==> config.mk <==
export PLATFORM = sky130hd
export DESIGN_NAME = hex_display_scanner
export DESIGN_NICKNAME = d
export VERILOG_FILES = /design/src/rtl/hex_display_scanner.sv
export SDC_FILE = /design/constraint.sdc
export NUM_CORES = 1
export LEC_CHECK = 0
export CORE_UTILIZATION = 49
export CTS_CLUSTER_SIZE = 28
export DETAILED_ROUTE_END_ITERATION = 12
export PLACE_DENSITY_LB_ADDON = 0.08
export RECOVER_POWER = 50
export SYNTH_ARGS = -nofsm -noshare
export SYNTH_HDL_FRONTEND = slang
export SYNTH_SLANG_ARGS = --single-unit
export TNS_END_PERCENT = 30
==> constraint.sdc <==
create_clock -name external_clk -period 2 [get_ports external_clk]
set_input_delay 0.3 -clock external_clk [delete_from_list [all_inputs] [get_ports external_clk]]
set_output_delay 0.3 -clock external_clk [all_outputs]
set_load 0.02 [all_outputs]
==> src/rtl/hex_display_scanner.sv <==
// rtl/hex_display_scanner.sv - 8-digit multiplexed seven-segment scanner for a 32-bit hex word
// Optional leading-zero suppression: define HEX_DISPLAY_LZS_EN.
module hex_display_scanner #(
  parameter int REFRESH_DIV  = 50000,
  parameter int BLANK_CYCLES = 500
) (
  input  logic        external_clk,
  input  logic        rst,
  input  logic        ena,
  input  logic [31:0] value,
  input  logic [7:0]  dp_in,
  output logic [6:0]  seg,
  output logic        dp,
  output logic [7:0]  an,
  output logic        frame_done
);

  localparam int CW = $clog2(REFRESH_DIV);
  localparam logic [CW-1:0] CNT_LAST  = CW'(REFRESH_DIV - 1);
  localparam logic [CW-1:0] BLANK_END = CW'(BLANK_CYCLES);

  typedef enum logic {
    ST_BLANK = 1'b0,
    ST_DRIVE = 1'b1
  } state_t;

  state_t        state_q, state_d;
  logic [CW-1:0] cnt_q, cnt_d;
  logic [2:0]    digit_q, digit_d;
  logic [31:0]   snap_q, snap_d;
  logic [7:0]    snap_dp_q, snap_dp_d;
  logic [7:0]    an_q, an_d;
  logic [6:0]    seg_q, seg_d;
  logic          dp_q, dp_d;
  logic          frame_done_q, frame_done_d;

  logic          slot_wrap;
  logic          show;
  logic [3:0]    nibble;

  function automatic logic [6:0] hex_to_seg(input logic [3:0] h);
    logic [6:0] s;
    case (h)
      4'h0: s = 7'h40;
      4'h1: s = 7'h79;
      4'h2: s = 7'h24;
      4'h3: s = 7'h30;
      4'h4: s = 7'h19;
      4'h5: s = 7'h12;
      4'h6: s = 7'h02;
      4'h7: s = 7'h78;
      4'h8: s = 7'h00;
      4'h9: s = 7'h10;
      4'hA: s = 7'h08;
      4'hB: s = 7'h03;
      4'hC: s = 7'h46;
      4'hD: s = 7'h21;
      4'hE: s = 7'h06;
      default: s = 7'h0E;
    endcase
    return s;
  endfunction

  always_comb begin
    cnt_d     = cnt_q;
    digit_d   = digit_q;
    snap_d    = snap_q;
    snap_dp_d = snap_dp_q;
    slot_wrap = (cnt_q == CNT_LAST);

    if (ena) begin
      cnt_d = slot_wrap ? '0 : cnt_q + CW'(1);
      if (slot_wrap) begin
        digit_d = digit_q + 3'd1;
      end
      // Snapshot lands while digit 0 is still blanked, so no digit mixes two words.
      if (cnt_q == '0 && digit_q == 3'd0) begin
        snap_d    = value;
        snap_dp_d = dp_in;
      end
    end

    state_d = (cnt_d < BLANK_END) ? ST_BLANK : ST_DRIVE;
  end

  always_comb begin
    an_d         = 8'hFF;
    seg_d        = 7'h7F;
    dp_d         = 1'b1;
    frame_done_d = ena && slot_wrap && (digit_q == 3'd7);
    nibble       = snap_q[{digit_q, 2'b00} +: 4];
    show         = ena && (state_q == ST_DRIVE);
`ifdef HEX_DISPLAY_LZS_EN
    // Everything from this digit upward is zero: treat it as a leading zero.
    if (digit_q != 3'd0 && (snap_q >> {digit_q, 2'b00}) == 32'd0) begin
      show = 1'b0;
    end
`endif
    if (show) begin
      an_d  = ~(8'b1 << digit_q);
      seg_d = hex_to_seg(nibble);
      dp_d  = ~snap_dp_q[digit_q];
    end
  end

  always_ff @(posedge external_clk or negedge rst) begin
    if (!rst) begin
      state_q      <= ST_BLANK;
      cnt_q        <= '0;
      digit_q      <= 3'd0;
      snap_q       <= 32'd0;
      snap_dp_q    <= 8'd0;
      an_q         <= 8'hFF;
      seg_q        <= 7'h7F;
      dp_q         <= 1'b1;
      frame_done_q <= 1'b0;
    end else begin
      state_q      <= state_d;
      cnt_q        <= cnt_d;
      digit_q      <= digit_d;
      snap_q       <= snap_d;
      snap_dp_q    <= snap_dp_d;
      an_q         <= an_d;
      seg_q        <= seg_d;
      dp_q         <= dp_d;
      frame_done_q <= frame_done_d;
    end
  end

  assign an         = an_q;
  assign seg        = seg_q;
  assign dp         = dp_q;
  assign frame_done = frame_done_q;

endmodule

# Word-level counts from Yosys, hierarchy flattened
# Memory sizes are Yosys's and may differ from the RTL's.
# Cells that the tools add are included.
# Widths: inputs -> output; s select.
[word_totals] register_bits=77 romBits=112 inputBits=43 out_inout_bits=17 word_cells=36 n_memories=1
[memory_table] memory="(no name shown)" depth=16 width=7 rd=1 rd_ports_with_merged_regs=0 wr=0 line="43" source="case (h)"
[classes] addsub=2 n_lt_le_gt_ge=2 eq_ne=2 shifts=2 mux=8 n_bitwise=2 n_reduce_logical=8
[op_table] operator="$mux 16" n=2
[op_table] operator="$shiftx 32x6->4" n=1
[op_table] operator="$add 16x1->16 const B" n=1
[op_table] operator="$eq 16x16->1 const B" n=1
[op_table] operator="$logic_not 16->1" n=1
[op_table] operator="$lt 16x9->1 const B" n=1
[op_table] operator="$mux 8" n=1
[op_table] operator="$not 8->8" n=1
[op_table] operator="$shl 1x3->8 const A" n=1
[op_table] operator="$mux 7" n=1
[op_table] operator="$logic_and 1x1->1" n=4
[op_table] operator="$lt 3x4->1 const B" n=1
[op_table] operator="$reduce_and 2->1" n=2
[op_table] operator="$add 3x1->3 const B" n=1
[op_table] operator="$bmux 1 s3" n=1
[op_table] operator="$eq 3x3->1 const B" n=1
[op_table] operator="$logic_not 3->1" n=1
[op_table] operator="$mux 1" n=3
[op_table] operator="$not 1->1" n=1

# Logic depth before layout (Yosys ltp)
# Gate-level depths: netlist of the first run.
[logic_depth] depth_word=5 mapped_depth=9 ltp_nobuf=8

# Worst setup path before layout of the first run
# Ideal clock, no wire load.
[synth_path] path_kind="register to register" startpoint="register digit_q[0]" endpoint="register seg_q[3], in the netlist seg[3]" setup_ns=0.095 arrival_time_ns=1.991 t_required_ns=1.905 path_slack_ns=-0.087 path_stages_with_launch=10 path_buffers=1 period_less_slack_ns=2.087 cell_sequence="dfrtp_1 -> buf_6 -> mux4_2 -> mux2i_4 -> inv_1 -> ha_1 -> inv_1 -> nor2_1 -> a211oi_1 -> o21ai_0"
[synth_between] elab_chain_len=3
[synth_rtl] item="start: declaration" line="29" source="logic [2:0] digit_q, digit_d;"
[synth_rtl] item="start signal: assignment" line="120" source="digit_q <= digit_d;"
[synth_rtl] item="$shiftx 32x6->4" line="91" source="nibble = snap_q[{digit_q, 2'b00} +: 4];"
[synth_rtl] item="$mem_v2 16x7"
[synth_rtl] item="$mux 7" line="99" source="if (show) begin"
[synth_rtl] item="net seg_d[3]" line="33" source="logic [6:0] seg_q, seg_d;"
[synth_rtl] item="end signal: assignment" line="124" source="seg_q <= seg_d;"
[synth_rtl] item="end: declaration" line="33"
# The timed path passes the listed nets, and every way through them passes these cells.
# A chain may end at the register's enable or synchronous reset.

# Worst setup path in the final report of the first run
[layout_path] startpoint="register digit_q[0]" endpoint="register seg_q[4], in the netlist seg[4]"
# The elaborated chain is that of the path after synthesis.

==> results.py, run 1 <==
metrics = {
    "outcome": {
        "status": "finished, violations left",
        "violations": "negative setup slack",
    },
    "critical_path": {
        "cp_data_required_time_ns": 2.27,
        "reg2reg_slack_ns": -0.08,
        "cp-end-kind": "flip-flop",
        "start_kind": "flip-flop",
        "reg2regPathDepth": 7,
        "r2r_start": "digit_q[0]",
        "cp_max_fo": 5,
        "crit_arrival_ns": 2.34,
        "r2r-end": "seg[4]",
        "critical_path_class": "reg2reg",
    },
    "floorplanning": {
        "start_util": 0.5185,
        "io_pins": 60,
        "fp.coreArea_um2": 7408,
        "core.rowCount": 31,
        "die_h_um": 90.54,
        "dieArea_um2": 8197,
        "die_width_um": 90.54,
    },
    "placed_design": {
        "place_congestion": 0.8655,
        "portBuffers": 59,
        "dpl.hpwl_um": 6080,
        "placed_cells": 498,
        "pre_cts_ws_ns": -0.2656,
    },
    "layout": {
        "layout.cells.non_filler": 522,
        "layout_common_cells": "dfrtp_1, clkdlybuf4s50_1, buf_4, mux2_4, nand2_1",
        "layout.nets": 475,
        "antenna_cells": 0,
        "areaGrowthSynthToFinish_pct": 40.33,
        "drive_gt1_frac": 0.3901,
    },
    "hold_path": {
        "hold_start": "snap_q[16]",
        "hp-class": "reg2reg",
        "whs_path_depth": 1,
        "hold_path_end": "snap_q[16]",
    },
    "synth": {
        "ys_types": 43,
        "ys_seq_area_frac": 0.5068,
        "synth_area_um2": 3841,
        "ys_ff_latch": 77,
        "synthCells": 314,
        "synth_nets": 371,
        "synthFlopType": "dfrtp_1",
        "synth_area_per_cell_um2": 12.23,
        "async_flop_share": 1.000,
        "ys_warn_count": 0,
        "synth_enable_flop_cells": 0,
    },
    "pwr": {
        "worst_ir_drop_vdd_uv": 413.7,
        "clkPwrFrac": 0.359,
        "power.leakage_nw": 2.396,
        "power_frac_comb": 0.116,
        "swShare": 0.2492,
        "p_sw_w": 0.0008006,
        "total_power_w": 0.003212,
        "power_density_nw_per_um2": 595.9,
        "internal_power_w": 0.002412,
        "p_seq_frac": 0.525,
    },
    "routing": {
        "detail-route-antenna-nets": 0,
        "first_pass_iters": 4,
        "vias_per_cell": 5.393,
        "wl_um": 8734,
        "drt_iter0_markers": 143,
        "wl_per_cell_um": 16.73,
        "drc_errors": 0,
        "via_count": 2815,
    },
    "timing": {
        "setup_viol_count_final": 7,
        "timing.final.crit_share": 1.038,
        "slew_violations": 0,
        "skew_ns": 0.009625,
        "fin_crit_ns": 2.077,
        "max_freq_mhz": 481.5,
        "rsz0062_at_grt": "yes",
        "relSlewSlack": 0.4652,
        "final_hold_viol_count": 0,
        "fin_ws_ns": -0.07695,
        "finalSetupTns_ns": -0.2862,
        "worst_pin_slew_ns": 0.8023,
    },
    "flow_run": {
        "maxCapViolCount": 0,
    },
    "clocking": {
        "cts_tree": "built",
        "numClockSinks": 77,
        "cts.clk_slew.worst_paths_ns": 0.08,
        "clk-insertion-delay-late_ns": 0.34,
        "cts.path.max_buffers": 2,
        "htreeDepth": 3,
        "cts_inserted_buffers": 9,
        "cts_root_buffer": "clkbuf_8",
    },
    "global_route": {
        "grt_pass1_vias": 2810,
        "grt_pass1_wl_um": 13720,
        "grt.total_usage": 0.2168,
        "antenna_found_initial": 0,
        "grt_max_degree": 34,
        "grt_overflow": 0,
    },
}
## logic make-up (layout without fill, tap and decap cells)
family | after synthesis | count (layout) | share of synthesized area
compound gates | 35 | 35 | 0.05863
xor+xnor | 15 | 15 | 0.03420
fa+ha+maj | 14 | 14 | 0.04560
buf+inv | 31 | 140 | 0.03779
flops | 77 | 77 | 0.5068
mux | 59 | 59 | 0.2075
simple gates | 83 | 83 | 0.1094
## synth_stat cells (all sizes together) (4+ instances only)
cell type / n / area, um2
mux2: 42 / 473.0
dfstp: 16 / 420.4
ha: 14 / 175.2
nor3: 7 / 35.03
o21ai: 9 / 45.04
nand4: 8 / 56.30
dfrtp: 61 / 1526
xnor2: 7 / 61.31
mux2i: 7 / 95.09
clkbuf: 9 / 33.78
xor2: 8 / 70.07
nor4b: 4 / 35.03
buf: 11 / 70.07
inv: 11 / 41.29
a21oi: 10 / 50.05
and2: 5 / 31.28
nand2: 23 / 86.33
nor2: 18 / 67.56
mux4: 10 / 229.0
nand3: 8 / 40.04
## registers in the layout, summed over array words and instances, names as in the netlist
signal / flops
snap_dp_q: 8
an: 8
cnt_q: 16
seg: 7
digit_q: 3
snap_q: 32
state_q: 1
dp: 1
frame_done: 1
## power by group through the flow
stage / logic, W / registers [W] / clock network [W]
6_report: 0.000372 / 0.00169 / 0.00115
4_1_cts: 0.000373 / 0.00168 / 0.00119
3_5_place_dp: 0.000366 / 0.00171 / 0
3_3_place_gp: 0.000358 / 0.00171 / 0
5_1_grt: 0.000411 / 0.00169 / 0.00126
2_1_floorplan: 0.000196 / 0.00166 / 0
## per-layer routing
| layer | part of all wire | wire length (um) | vias to the layer above | global-route usage |
|---|---|---|---|---|
| met4 | 0.016 | 139 | 0 | 0.08199 |
| met1 | 0.48 | 4165 | 1390 | 0.3240 |
| met2 | 0.46 | 4013 | 87 | 0.3157 |
| met5 | 0 | 0 | - | 0 |
| met3 | 0.048 | 416 | 11 | 0.03704 |
| li1 | - | - | 1327 | - |
## how the worst max path moves through the flow
| stage | startpoint | to | slack, ns | cells past startpoint |
|---|---|---|---|---|
| after floorplan | digit_q[0] | seg[3] | -0.04 | 9 |
| after global placement | ena | state_q | -0.27 | 6 |
| after detailed placement | ena | state_q | -0.27 | 6 |
| after CTS | digit_q[0] | seg[4] | -0.09 | 7 |
| after global routing | digit_q[0] | seg[0] | -0.15 | 8 |
| final | digit_q[0] | seg[4] | -0.08 | 7 |
## area by class of cell
class                   instances  area (um2)
clock inverters                 4       47.55
repair buffers                113        1059
flip-flops and latches         77        1951
fillers                       538        2018
clock buffers                  12       145.1
inverters                      11       46.29
well taps                      99       123.9
multi-input cells             206        2018
## stage by stage
stage	util	instance area, um2	hold WS (ns)
floorplan	-	3890	0.004409
global placement	0.6582	4876	0.2640
detailed placement	0.6582	4876	0.2716
CTS	0.6938	5140	0.4409
global route	0.7276	5390	0.5302
finish	0.7276	5390	0.5092
## critical path, stage by stage, from the launching register on
cell and delay (ns):
dfrtp_2 0.41, buf_6 0.13, mux4_2 0.51, mux2_4 0.34, inv_6 0.09, ha_4 0.12
mux2i_2 0.07, a221o_1 0.33
## timing repair
action / 4_1_cts / 5_1_grt
setup endpoints to repair: 35 / 48
hold buffers: 1 / 0
cloned: 0 / 2
pin swaps: 2 / 9
endpoints found under the hold margin: 18 / 0
buffers inserted: 3 / 2
gates resized for setup: 10 / 54
No activity file was read; power rests on OpenSTA's default activity.
==> run 2, diff against run 1 <==
--- a/config.mk
+++ b/config.mk
@@ -8,6 +8,7 @@
 export CORE_UTILIZATION = 49
 export CTS_CLUSTER_SIZE = 28
 export DETAILED_ROUTE_END_ITERATION = 12
+export HOLD_SLACK_MARGIN = 0.02
 export PLACE_DENSITY_LB_ADDON = 0.08
 export RECOVER_POWER = 50
 export SYNTH_ARGS = -nofsm -noshare
==> results of run 2 <==
The final DEF is identical to that of run 1; final timing and power are the same.
